File: src/rtl/soc_arb_pkg.sv
// Shared types and AXI4-Lite constants for the SoC request arbiters.
package soc_arb_pkg;

  typedef enum logic [2:0] {
    IDLE,
    WADDR,
    WRESP,
    RADDR,
    RDATA
  } arb_state_e;

  localparam logic [1:0] RESP_OKAY    = 2'b00;
  localparam logic [1:0] RESP_SLVERR  = 2'b10;
  localparam logic [1:0] RESP_DECERR  = 2'b11;
  localparam logic [2:0] PROT_DEFAULT = 3'b000;

  function automatic logic resp_is_err(input logic [1:0] resp);
    case (resp)
      RESP_SLVERR, RESP_DECERR: return 1'b1;
      RESP_OKAY:                return 1'b0;
      default:                  return 1'b0;  // EXOKAY carries no meaning on AXI4-Lite
    endcase
  endfunction

endpackage

File: src/rtl/rr_pick.sv
// Combinational round-robin pick: first asserted request at or above the
// pointer, wrapping around, as both a one-hot vector and an index.
module rr_pick #(
  parameter int N = 2
) (
  input  logic [N-1:0]         req_i,
  input  logic [$clog2(N)-1:0] ptr_i,
  output logic [N-1:0]         gnt_oh_o,
  output logic [$clog2(N)-1:0] gnt_idx_o,
  output logic                 gnt_valid_o
);

  localparam int IDX_W = $clog2(N);

  logic [IDX_W-1:0] idx;

  // NOTE: every output and temporary gets a default before the loop so no latch is inferred.
  always_comb begin
    gnt_oh_o    = '0;
    gnt_idx_o   = '0;
    gnt_valid_o = 1'b0;
    idx         = '0;
    for (int i = 0; i < N; i++) begin
      idx = IDX_W'((int'(ptr_i) + i) % N);
      if (!gnt_valid_o && req_i[idx]) begin
        gnt_valid_o   = 1'b1;
        gnt_idx_o     = idx;
        gnt_oh_o[idx] = 1'b1;
      end
    end
  end

endmodule

File: src/rtl/axil_rr_req_arbiter.sv
// Shares one AXI4-Lite master port between NO_REQ simple requesters with
// round-robin arbitration and a single outstanding transaction.
module axil_rr_req_arbiter
  import soc_arb_pkg::*;
#(
  parameter int NO_REQ         = 2,
  parameter int AXI_ADDR_WIDTH = 32,
  parameter int AXI_DATA_WIDTH = 32,
  parameter int AXI_STRB_WIDTH = AXI_DATA_WIDTH / 8
) (
  input  logic                                     ACLKMST_ACLK,
  input  logic                                     ARSTnMS_ACLK,
  input  logic [NO_REQ-1:0]                        req_valid_i,
  output logic [NO_REQ-1:0]                        req_ready_o,
  input  logic [NO_REQ-1:0]                        req_write_i,
  input  logic [NO_REQ-1:0][AXI_ADDR_WIDTH-1:0]    req_addr_i,
  input  logic [NO_REQ-1:0][AXI_DATA_WIDTH-1:0]    req_wdata_i,
  input  logic [NO_REQ-1:0][AXI_STRB_WIDTH-1:0]    req_wstrb_i,
  output logic [NO_REQ-1:0]                        rsp_valid_o,
  output logic [AXI_DATA_WIDTH-1:0]                rsp_rdata_o,
  output logic                                     rsp_err_o,
  output logic [AXI_ADDR_WIDTH-1:0]                m_aw_addr_o,
  output logic [2:0]                               m_aw_prot_o,
  output logic                                     m_aw_valid_o,
  input  logic                                     m_aw_ready_i,
  output logic [AXI_DATA_WIDTH-1:0]                m_w_data_o,
  output logic [AXI_STRB_WIDTH-1:0]                m_w_strb_o,
  output logic                                     m_w_valid_o,
  input  logic                                     m_w_ready_i,
  input  logic [1:0]                               m_b_resp_i,
  input  logic                                     m_b_valid_i,
  output logic                                     m_b_ready_o,
  output logic [AXI_ADDR_WIDTH-1:0]                m_ar_addr_o,
  output logic [2:0]                               m_ar_prot_o,
  output logic                                     m_ar_valid_o,
  input  logic                                     m_ar_ready_i,
  input  logic [AXI_DATA_WIDTH-1:0]                m_r_data_i,
  input  logic [1:0]                               m_r_resp_i,
  input  logic                                     m_r_valid_i,
  output logic                                     m_r_ready_o
);

  localparam int IDX_W = $clog2(NO_REQ);

  arb_state_e                state_q, state_d;
  logic [IDX_W-1:0]          ptr_q, ptr_d;
  logic [IDX_W-1:0]          gnt_q, gnt_d;
  logic [AXI_ADDR_WIDTH-1:0] addr_q, addr_d;
  logic [AXI_DATA_WIDTH-1:0] wdata_q, wdata_d;
  logic [AXI_STRB_WIDTH-1:0] wstrb_q, wstrb_d;
  logic                      aw_valid_q, aw_valid_d;
  logic                      w_valid_q, w_valid_d;
  logic                      ar_valid_q, ar_valid_d;
  logic [NO_REQ-1:0]         rsp_valid_q, rsp_valid_d;
  logic [AXI_DATA_WIDTH-1:0] rsp_rdata_q, rsp_rdata_d;
  logic                      rsp_err_q, rsp_err_d;

  logic [NO_REQ-1:0] pick_oh;
  logic [IDX_W-1:0]  pick_idx;
  logic              pick_valid;

  rr_pick #(.N(NO_REQ)) u_rr_pick (
    .req_i       (req_valid_i),
    .ptr_i       (ptr_q),
    .gnt_oh_o    (pick_oh),
    .gnt_idx_o   (pick_idx),
    .gnt_valid_o (pick_valid)
  );

  // Grant is only offered while idle, so the handshake itself is the accept.
  assign req_ready_o  = (state_q == IDLE) ? pick_oh : '0;

  assign m_aw_addr_o  = addr_q;
  assign m_aw_prot_o  = PROT_DEFAULT;
  assign m_aw_valid_o = aw_valid_q;
  assign m_w_data_o   = wdata_q;
  assign m_w_strb_o   = wstrb_q;
  assign m_w_valid_o  = w_valid_q;
  assign m_b_ready_o  = (state_q == WRESP);
  assign m_ar_addr_o  = addr_q;
  assign m_ar_prot_o  = PROT_DEFAULT;
  assign m_ar_valid_o = ar_valid_q;
  assign m_r_ready_o  = (state_q == RDATA);
  assign rsp_valid_o  = rsp_valid_q;
  assign rsp_rdata_o  = rsp_rdata_q;
  assign rsp_err_o    = rsp_err_q;

  always_comb begin
    state_d     = state_q;
    ptr_d       = ptr_q;
    gnt_d       = gnt_q;
    addr_d      = addr_q;
    wdata_d     = wdata_q;
    wstrb_d     = wstrb_q;
    aw_valid_d  = aw_valid_q;
    w_valid_d   = w_valid_q;
    ar_valid_d  = ar_valid_q;
    rsp_valid_d = '0;
    rsp_rdata_d = '0;
    rsp_err_d   = 1'b0;

    unique case (state_q)
      IDLE: begin
        if (pick_valid) begin
          gnt_d   = pick_idx;
          ptr_d   = (pick_idx == IDX_W'(NO_REQ - 1)) ? '0 : pick_idx + 1'b1;
          addr_d  = req_addr_i[pick_idx];
          wdata_d = req_wdata_i[pick_idx];
          wstrb_d = req_wstrb_i[pick_idx];
          if (req_write_i[pick_idx]) begin
            state_d    = WADDR;
            aw_valid_d = 1'b1;
            w_valid_d  = 1'b1;
          end else begin
            state_d    = RADDR;
            ar_valid_d = 1'b1;
          end
        end
      end
      WADDR: begin
        // AW and W retire independently, in either order or together.
        if (m_aw_ready_i) aw_valid_d = 1'b0;
        if (m_w_ready_i)  w_valid_d  = 1'b0;
        if (!aw_valid_d && !w_valid_d) state_d = WRESP;
      end
      WRESP: begin
        if (m_b_valid_i) begin
          state_d            = IDLE;
          rsp_valid_d[gnt_q] = 1'b1;
          rsp_err_d          = resp_is_err(m_b_resp_i);
        end
      end
      RADDR: begin
        if (m_ar_ready_i) begin
          ar_valid_d = 1'b0;
          state_d    = RDATA;
        end
      end
      RDATA: begin
        if (m_r_valid_i) begin
          state_d            = IDLE;
          rsp_valid_d[gnt_q] = 1'b1;
          rsp_rdata_d        = m_r_data_i;
          rsp_err_d          = resp_is_err(m_r_resp_i);
        end
      end
      default: state_d = IDLE;
    endcase
  end

  // NOTE: non-blocking assignments so every flop samples the pre-edge values.
  always_ff @(posedge ACLKMST_ACLK or negedge ARSTnMS_ACLK) begin
    if (!ARSTnMS_ACLK) begin
      state_q     <= IDLE;
      ptr_q       <= '0;
      gnt_q       <= '0;
      addr_q      <= '0;
      wdata_q     <= '0;
      wstrb_q     <= '0;
      aw_valid_q  <= 1'b0;
      w_valid_q   <= 1'b0;
      ar_valid_q  <= 1'b0;
      rsp_valid_q <= '0;
      rsp_rdata_q <= '0;
      rsp_err_q   <= 1'b0;
    end else begin
      state_q     <= state_d;
      ptr_q       <= ptr_d;
      gnt_q       <= gnt_d;
      addr_q      <= addr_d;
      wdata_q     <= wdata_d;
      wstrb_q     <= wstrb_d;
      aw_valid_q  <= aw_valid_d;
      w_valid_q   <= w_valid_d;
      ar_valid_q  <= ar_valid_d;
      rsp_valid_q <= rsp_valid_d;
      rsp_rdata_q <= rsp_rdata_d;
      rsp_err_q   <= rsp_err_d;
    end
  end

endmodule

File: config.mk
export PLATFORM = sky130hd
export DESIGN_NAME = axil_rr_req_arbiter
export DESIGN_NICKNAME = d
export VERILOG_FILES = /design/src/rtl/soc_arb_pkg.sv /design/src/rtl/rr_pick.sv /design/src/rtl/axil_rr_req_arbiter.sv
export SDC_FILE = /design/constraint.sdc
export NUM_CORES = 1
export LEC_CHECK = 0
export CORE_ASPECT_RATIO = 0.6
export CORE_MARGIN = 4
export CORE_UTILIZATION = 36
export CTS_CLUSTER_SIZE = 40
export DETAILED_ROUTE_END_ITERATION = 10
export PLACE_DENSITY = 0.8
export SETUP_SLACK_MARGIN = 0.15
export SLEW_MARGIN = 20
export SYNTH_ARGS = -nofsm -noshare
export SYNTH_HDL_FRONTEND = slang
export SYNTH_HIERARCHICAL = 1
export SYNTH_SLANG_ARGS = --single-unit
export TNS_END_PERCENT = 10
File: constraint.sdc
create_clock -name ACLKMST_ACLK -period 1.9 [get_ports ACLKMST_ACLK]
set_clock_uncertainty 0.1 [all_clocks]
set_input_delay 0.285 -clock ACLKMST_ACLK [delete_from_list [all_inputs] [get_ports ACLKMST_ACLK]]
set_output_delay 0.285 -clock ACLKMST_ACLK [all_outputs]
set_load 0.005 [all_outputs]
==> impl_metrics.tcl, run 1 <==
set metrics [dict create \
    crit_top_cell "buf_6" \
    drt-pass1-iter-count 4 \
    cp_data_arrival_time_ns 1.42 \
    max_cap_viol_count 0 \
    crit_type "flip-flop to output pin" \
    avgSynthCellArea_sq_um 10.7 \
    cp.buffers_inverters 3 \
    gp_congestion 0.803 \
    yosysWarnings 6 \
    path_clk_slew_ns 0.08 \
    maxSlewViolCount 0 \
    synth-simple-area-share_pct 13.4 \
    ys_types 33 \
    cts_tree "yes" \
    rows 33 \
    path_cells "buf_6 -> or3b_4 -> clkinv_4 -> buf_6" \
    synthCells 471 \
    cts-root-buf "clkbuf_16" \
    cp.required_ns 1.51 \
    crit_fanout 2 \
    critPathLaunchType "flip-flop" \
    crit_slowest_cell "dfrtp_2" \
    post_drt_wl_per_cell_um 16.7 \
    gr-total-overflow 0 \
    n_fill_cell 1070 \
    postRouteWirelength_um 16300 \
    hpwlAfterDp_um 12700 \
    die_y_um 99.8 \
    crit_family "flip-flops" \
    synth_xor_area_share_pct 0 \
    yosys.area.top_type_share_pct 55.0 \
    holdWs_ns 0.243 \
    finalCritPeriodShare_pct 94.9 \
    start_util_pct 36.9 \
    final_core_util_pct 65.2 \
    grt_pass1_vias 4920 \
    grt_usage_pct 19.4 \
    power_density_mw_per_mm2 1250 \
    ys_seq_area_share_pct 55.0 \
    antenna_found_initial 0 \
    grt_pass1_wl_um 25000 \
    finalCriticalPeriod_ns 1.80 \
    endpoint_kind "output pin" \
    initialDrtViolationCount 140 \
    reg2reg_to "m_ar_addr_o[8]" \
    setup_viol_count_final 0 \
    nets 964 \
    insertion_delay_ns 0.34 \
    reg2reg_depth 8 \
    io_buffers 322 \
    grt_setup_unrepaired "true" \
    route.detailed.drc 0 \
    dieWidth_um 161 \
    via_per_inst 4.66 \
    clock_path_buffers 2 \
    postRouteAntennaNets 0 \
    diodes 0 \
    cp_slowest_stage_delay_ns 0.42 \
    ys_ff_latch 111 \
    timing_hold_violations_final 0 \
    io_pins 331 \
    hp-class "input pin to asynchronous set/reset pin" \
    power.leakage_nw 4.01 \
    cts_made_buffers 9 \
    synth_top_family_by_area "multiplexers" \
    r2r_start "state_q[2]" \
    ys_top_cells_by_area "dfrtp_1 55%, mux2i_1 14%, o21ai_0 7.0%" \
    power_mw 11.1 \
    vias 4553 \
    clock-sinks 111 \
    area_delta_synth_final_pct 76.7 \
    fmax_mhz 554 \
    cts_htree_levels 3 \
    finalSetupTns_ns 0 \
    outcome "complete, no violations" \
    vdd_drop_max_mv 0.560 \
    grt_max_degree 44 \
    die-area_sq_mm 0.0161 \
    drive_above_1_share_pct 11.6 \
    reg2reg_slack_ns 0.16 \
    synth_fa_ha_area_share_pct 0 \
    synth_compound_area_share_pct 8.59 \
    yosysTopAreaCell "dfrtp_1" \
    muxShareOfSynthArea_pct 13.7 \
    core-area_sq_mm 0.0137 \
    syn_area_sq_mm 0.00505 \
]
-- per-stage QoR --
stage | setup WS [ns] | std cells | instance area [sq um]
2_1_floorplan | 0.382 | 476 | 5070
3_3_place_gp | -0.192 | 949 | 8430
3_5_place_dp | -0.220 | 949 | 8430
6_report | 0.0963 | 978 | 8930
5_1_grt | 0.0423 | 978 | 8930
4_1_cts | 0.0887 | 973 | 8790
-- sequential cells by signal (all words and copies together), names as in the netlist --
signal,count
m_ar_addr_o,32
m_w_valid_o,1
gnt_q,1
rsp_rdata_o,32
m_w_data_o,32
m_ar_valid_o,1
m_aw_valid_o,1
rsp_err_o,1
ptr_q,1
rsp_valid_o,2
state_q,3
m_w_strb_o,4
-- cells in the mapped netlist, drive strengths merged --
cell,number
a21boi,4
a21oi,3
a2bb2oi,1
a31o,1
and2,4
and2b,1
and3,33
buf,60
clkbuf,9
clkinv,1
conb,1
dfrtp,111
inv,1
mux2i,69
nand2,83
nand2b,2
nand3,1
nand3b,2
nor2,3
nor2b,1
nor3,2
nor3b,2
o21a,1
o21ai,71
o2bb2ai,1
or2,1
or3,1
or3b,1
-- how the worst max path moves through the flow --
stage / start / endpoint / slack [ns] / depth (start not counted)
CTS: state_q[0] / m_r_ready_o / 0.09 / 4
global placement: req_valid_i[1] / m_ar_valid_o / -0.19 / 6
global route: state_q[0] / m_r_ready_o / 0.04 / 4
finish: state_q[0] / m_r_ready_o / 0.1 / 4
detailed placement: req_valid_i[1] / m_ar_valid_o / -0.22 / 6
floorplan: ptr_q / m_ar_addr_o[0] / 0.38 / 6
-- routing by layer --
metal / track usage [%] / share of wire [%] / up-vias
met3: 7.18 / 8.6 / 24
met1: 20.8 / 38 / 2154
li1: - / - / 2169
met4: 5.90 / 1.9 / 0
met2: 36.1 / 52 / 206
met5: 0 / 0 / -
-- kinds of logic after synthesis --
logic type | Yosys count
compound gates | 82
buf+inv | 71
flops | 111
mux | 69
other cells | 1
simple gates | 137
-- cell usage in the layout, fill, tap and decap left out, drive strengths merged --
master,instances
inv,3
nor2b,1
a21boi,4
or2,1
dfrtp,111
nand3,1
nand2b,2
nor2,3
conb,6
clkbuf,13
and3,33
o21ai,71
or3b,1
o21a,1
dlygate4sd3,1
clkinvlp,3
mux2i,69
nand2,83
o2bb2ai,1
clkdlybuf4s50,317
nor3b,2
a2bb2oi,1
and2b,1
a31o,1
nor3,2
nand3b,2
and2,4
clkinv,2
a21oi,3
buf,42
or3,1
-- power by group --
| group | switching [mW] | internal, mW | total [mW] | leakage (nW) |
|---|---|---|---|---|
| logic | 2.15 | 3.40 | 5.55 | 2.45 |
| clock network | 0.888 | 0.948 | 1.84 | 0.135 |
| registers | 0.549 | 3.19 | 3.74 | 1.42 |
| total | 3.59 | 7.54 | 11.1 | 4.01 |
-- timing repair --
item | in CTS | in global routing
resized for setup | 24 | 15
pin swaps | 4 | 3
hold buffers | 1 | 0
setup buffers | 7 | 1
setup endpoints to repair | 5 | 75
gates cloned | 0 | 4
hold endpoints to repair | 81 | 0
-- worst reg2reg max path, cell delays in order (launching register included) --
cell and delay [ns]:
dfrtp_2 0.41, buf_4 0.14, nor3_4 0.23, buf_4 0.15, buf_6 0.11, nand2_8 0.11
buf_12 0.18, nand2_1 0.08, o21ai_0 0.09
-- layout make-up --
cell class / instances / area (sq um) / area share [%]
sequential: 111 / 2780 / 31.1
inverter: 2 / 12.5 / 0.140
clock buffer: 10 / 239 / 2.68
clock inverter: 6 / 53.8 / 0.602
tap: 192 / 240 / 2.69
timing repair buffer: 363 / 3710 / 41.6
multi-input combinational: 294 / 1890 / 21.2
Power figures use the tool's default switching activity.
==> run 2, diff against run 1 <==
Settings changed: PLACE_DENSITY 0.8 to 0.88.
==> run 2 against run 1 <==
Effect of this change:
- setup slack got worse by 0.0031 ns
- global-route usage increased by 0.42 points
- count of clock-buffer cells in the layout unchanged
- final cell count decreased by 0.31%
- die area is the same
==> impl_metrics.tcl, run 2 (same netlist as run 1, synthesis figures left out) <==
set metrics [dict create \
    nets 961 \
    fmax_mhz 553 \
    cp.required_ns 1.51 \
    grt_pass1_wl_um 25300 \
    area_delta_synth_final_pct 75.4 \
    cts_made_buffers 9 \
    endpoint_kind "output pin" \
    final_common_cell "clkdlybuf4s50_1" \
    dp_slack_ns -0.185 \
    finalCritPeriodShare_pct 95.1 \
    critPathLaunchType "flip-flop" \
    grt_setup_unrepaired "true" \
    power_density_mw_per_mm2 1250 \
    setup_viol_count_final 0 \
    max_cap_viol_count 0 \
    postRouteWirelength_um 16700 \
    final_core_util_pct 64.7 \
    route.detailed.drc 0 \
    grt_usage_pct 19.8 \
    diodes 0 \
    finalCriticalPeriod_ns 1.81 \
    n_fill_cell 1111 \
    cts_htree_levels 3 \
    drive_above_1_share_pct 9.96 \
    post_drt_wl_per_cell_um 17.1 \
    path_clk_slew_ns 0.08 \
    cp_data_arrival_time_ns 1.42 \
    io_buffers 322 \
    outcome "complete, no violations" \
    timing_hold_violations_final 0 \
    power.leakage_nw 3.99 \
    initialDrtViolationCount 239 \
    dp_cells 951 \
    hp-class "flip-flop to flip-flop" \
    crit_fanout 2 \
    hpwlAfterDp_um 13000 \
    gr-total-overflow 0 \
    drt-pass1-iter-count 4 \
    maxSlewViolCount 0 \
    crit_type "flip-flop to output pin" \
    clock_path_buffers 2 \
    dieWidth_um 161 \
    gp_congestion 0.818 \
    timing.final.ws_setup_ns 0.0932 \
    multiInputGateArea_sq_mm 0.00186 \
    io_pins 331 \
    vdd_drop_max_mv 0.614 \
    fin_cells 975 \
    insertion_delay_ns 0.34 \
    core-area_sq_mm 0.0137 \
    start_util_pct 36.9 \
    layout_common_cells "317 x clkdlybuf4s50_1, 111 x dfrtp_1, 82 x nand2_1" \
    cts-root-buf "clkbuf_16" \
    grt_max_degree 112 \
    rows 33 \
    die-area_sq_mm 0.0161 \
    die_y_um 99.8 \
    holdWs_ns 0.341 \
    postRouteAntennaNets 0 \
    cts_tree "yes" \
    ff_latch_area_sq_mm 0.00278 \
    worstMarginPinSlew_ns 0.617 \
    relSlewSlack_pct 58.9 \
    grt_pass1_vias 4679 \
    clock-sinks 111 \
    via_per_inst 4.58 \
    antenna_found_initial 0 \
    power_mw 11.0 \
    vias 4464 \
]
-- run 2: layout make-up --
class                      count  share of cell area, %
multi-input combinational    294                   20.9
sequential                   111                   31.3
clock inverter                 6                  0.875
inverter                       2                  0.113
tap                          192                   2.71
clock buffer                  10                   2.58
timing repair buffer         360                   41.5
-- run 2: path summary, 6_finish.rpt --
path                         startpoint  cells past startpoint               to  slack (ns)
min in group asynchronous  ARSTnMS_ACLK                      3  rsp_rdata_o[25]        0.47
setup / recovery             state_q[0]                      4      m_r_ready_o        0.09
max in group asynchronous  ARSTnMS_ACLK                      3   m_w_data_o[13]        0.75
setup reg to reg             state_q[2]                      8  m_ar_addr_o[26]        0.18
hold / removal                    gnt_q                      1   rsp_valid_o[0]        0.34
hold reg to reg                   gnt_q                      1   rsp_valid_o[0]        0.34
-- run 2: critical path: stages, from the launching register on --
cell	delay, ns
dfrtp_1	0.41
buf_6	0.13
or3b_4	0.38
inv_4	0.07
buf_6	0.10
-- run 2: layer usage --
metal  share of wire [%]  vias up  global-route usage, %
met4                 1.4        0                   4.72
met1                  42     2116                   24.9
met5                   0        -                      0
met3                 7.1       14                   5.87
li1                    -     2170                      -
met2                  49      164                   34.2
-- run 2: stage by stage --
step	TNS, ns	cell area [sq um]
6_report	0	8860
2_1_floorplan	0	5070
3_5_place_dp	-4.89	8430
5_1_grt	0	8860
3_3_place_gp	-1.65	8430
4_1_cts	0	8770
-- run 2: what timing repair did --
item                                    CTS  global route
hold endpoints to repair                111             0
pin swaps                                 3             5
buffers inserted                          3             1
hold buffers                              1             0
cloned                                    0             3
resized for setup                        14            11
endpoints found under the setup margin    4            70
-- run 2: where the power goes --
group	total [mW]	internal (mW)	switching, mW
clock	1.95	1.05	0.895
sequential	3.72	3.19	0.528
combinational	5.38	3.26	2.12
total	11.0	7.50	3.55
==> run 3, diff against run 2 <==
Settings changed: CORE_MARGIN 4 to not set.
==> run 3 against run 2 <==
Effect of this change:
- sequential share of layout area shrank 0.41 points
- count of clock-buffer cells in the layout shrank 1
- critical path depth is the same
- setup slack lost 0.022 ns
- final area grew 1.3%
- first-iteration DRC count grew 0.84%
- global-route usage grew 1.7 points
- non-clock buffer count grew 1
- power grew 4.0%
- flip-flop and latch count is the same
- critical endpoint unchanged
- highest routed layer unchanged
==> impl_metrics.tcl, run 3 (same netlist as run 1, synthesis figures left out) <==
set metrics [dict create \
    grtUsageMet3_pct 5.44 \
    power.leakage_nw 4.03 \
    cts_tree "yes" \
    initialDrtViolationCount 241 \
    switching_share_pct 32.4 \
    busiest_layer "met2" \
    maxSlewViolCount 0 \
    vias 4602 \
    ff_latch_area_sq_mm 0.00278 \
    reg2reg_depth 6 \
    drive_above_1_share_pct 10.3 \
    antenna_found_initial 0 \
    combPwrFrac_pct 50.5 \
    clock_path_buffers 2 \
    diodes 0 \
    worstMarginPinSlew_ns 0.600 \
    endpoint_kind "output pin" \
    setup_viol_count_final 0 \
    die-area_sq_mm 0.0145 \
    timing_hold_violations_final 0 \
    n_fill_cell 1093 \
    drt-pass1-iter-count 6 \
    dp_cells 947 \
    met2_usage_pct 37.3 \
    core-area_sq_mm 0.0137 \
    start_util_pct 37.0 \
    multiInputGateArea_sq_mm 0.00188 \
    holdWs_ns 0.372 \
    finalCriticalPeriod_ns 1.83 \
    r2r_start "state_q[0]" \
    critPathLaunchType "flip-flop" \
    reg2reg_to "state_q[1]" \
    path_clk_slew_ns 0.08 \
    outcome "complete, no violations" \
    grt_pass1_wl_um 23700 \
    postLayoutCellArea_sq_mm 0.00898 \
    reg2reg_slack_ns 0.12 \
    route.detailed.drc 0 \
    grtUsageMet1_pct 26.6 \
    fmax_mhz 547 \
    via_per_inst 4.71 \
    min_from "gnt_q" \
    whs_path_depth 1 \
    cts-root-buf "clkbuf_16" \
    area_delta_synth_final_pct 77.7 \
    clock-sinks 111 \
    power_density_mw_per_mm2 1280 \
    cp.required_ns 1.51 \
    nets 963 \
    grt_usage_pct 21.5 \
    crit_fanout 3 \
    hpwlAfterDp_um 12500 \
    insertion_delay_ns 0.34 \
    final_common_cell "clkdlybuf4s50_1" \
    dieWidth_um 155 \
    gp_congestion 0.794 \
    fin_cells 977 \
    finalCritPeriodShare_pct 96.2 \
    post_drt_wl_per_cell_um 17.3 \
    io_pins 331 \
    rows 33 \
    crit_type "flip-flop to output pin" \
    grt_setup_unrepaired "true" \
    postRouteWirelength_um 16900 \
    die_y_um 93.8 \
    postRouteAntennaNets 0 \
    grt_pass1_vias 4422 \
    dp_slack_ns -0.186 \
    dpl-instance-area_sq_mm 0.00840 \
    relSlewSlack_pct 60.0 \
    gr-total-overflow 0 \
    vdd_drop_max_mv 0.565 \
    hold-path-endpoint "rsp_valid_o[0]" \
    layout_common_cells "317 x clkdlybuf4s50_1, 111 x dfrtp_1, 82 x nand2_1" \
    internal_power_mw 7.76 \
    io_buffers 322 \
    p_switching_mw 3.73 \
    seq_power_share_pct 32.6 \
    max_cap_viol_count 0 \
    grt_max_degree 112 \
    cp_data_arrival_time_ns 1.44 \
    cts_made_buffers 9 \
    timing.final.ws_setup_ns 0.0713 \
    hp-class "flip-flop to flip-flop" \
    finalSetupTns_ns 0 \
    cts_htree_levels 3 \
    pwr-share-clk_pct 16.9 \
]
## run 3: power by group through the flow
stage	sequential (mW)	clock [mW]	combinational (mW)
detailed placement	3.78	0	5.10
floorplan	3.78	0	2.16
CTS	3.74	1.99	5.18
global route	3.85	2.11	6.27
finish	3.75	1.94	5.80
global placement	3.74	0	4.98
## run 3: layout make-up
cell class	instances	share of cell area, %
inverters	2	0.139
flip-flops and latches	111	30.9
multi-input cells	295	21.0
clock buffers	9	2.51
well taps	192	2.67
clock inverters	7	0.878
repair buffers	361	41.9
## run 3: worst max-delay path by stage
stage,startpoint,end,slack (ns)
after detailed placement,req_valid_i[0],req_ready_o[0],-0.19
after global routing,state_q[1],m_r_ready_o,0.02
after CTS,state_q[1],m_r_ready_o,0.06
after global placement,req_valid_i[1],state_q[1],-0.13
after floorplan,ptr_q,m_ar_addr_o[0],0.38
final,state_q[1],m_r_ready_o,0.07
## run 3: metal layers
| layer | vias to the layer above | wire (um) |
|---|---|---|
| li1 | 2176 | - |
| met1 | 2249 | 7160 |
| met2 | 165 | 8610 |
| met3 | 12 | 931 |
| met4 | 0 | 214 |
| met5 | - | 0 |
## run 3: repair_timing
action | 4_1_cts | 5_1_grt
pin swaps | 2 | 3
buffers inserted | 4 | 2
setup endpoints to repair | 4 | 81
cloned | 0 | 7
resized for setup | 14 | 18
endpoints found under the hold margin | 111 | 0
hold buffers | 1 | 0
## run 3: stage by stage
| step | utilization [%] | total power [mW] |
|---|---|---|
| 6_report | 65.7 | 11.5 |
| 2_1_floorplan | - | 5.94 |
| 3_3_place_gp | 61.4 | 8.72 |
| 3_5_place_dp | 61.4 | 8.88 |
| 5_1_grt | 65.7 | 12.2 |
| 4_1_cts | 64.0 | 10.9 |
## run 3: critical path, cell delays in order, from the launching register on
cell      delay, ns
dfrtp_1        0.40
buf_4          0.13
or3b_4         0.42
clkinv_4       0.07
buf_6          0.09
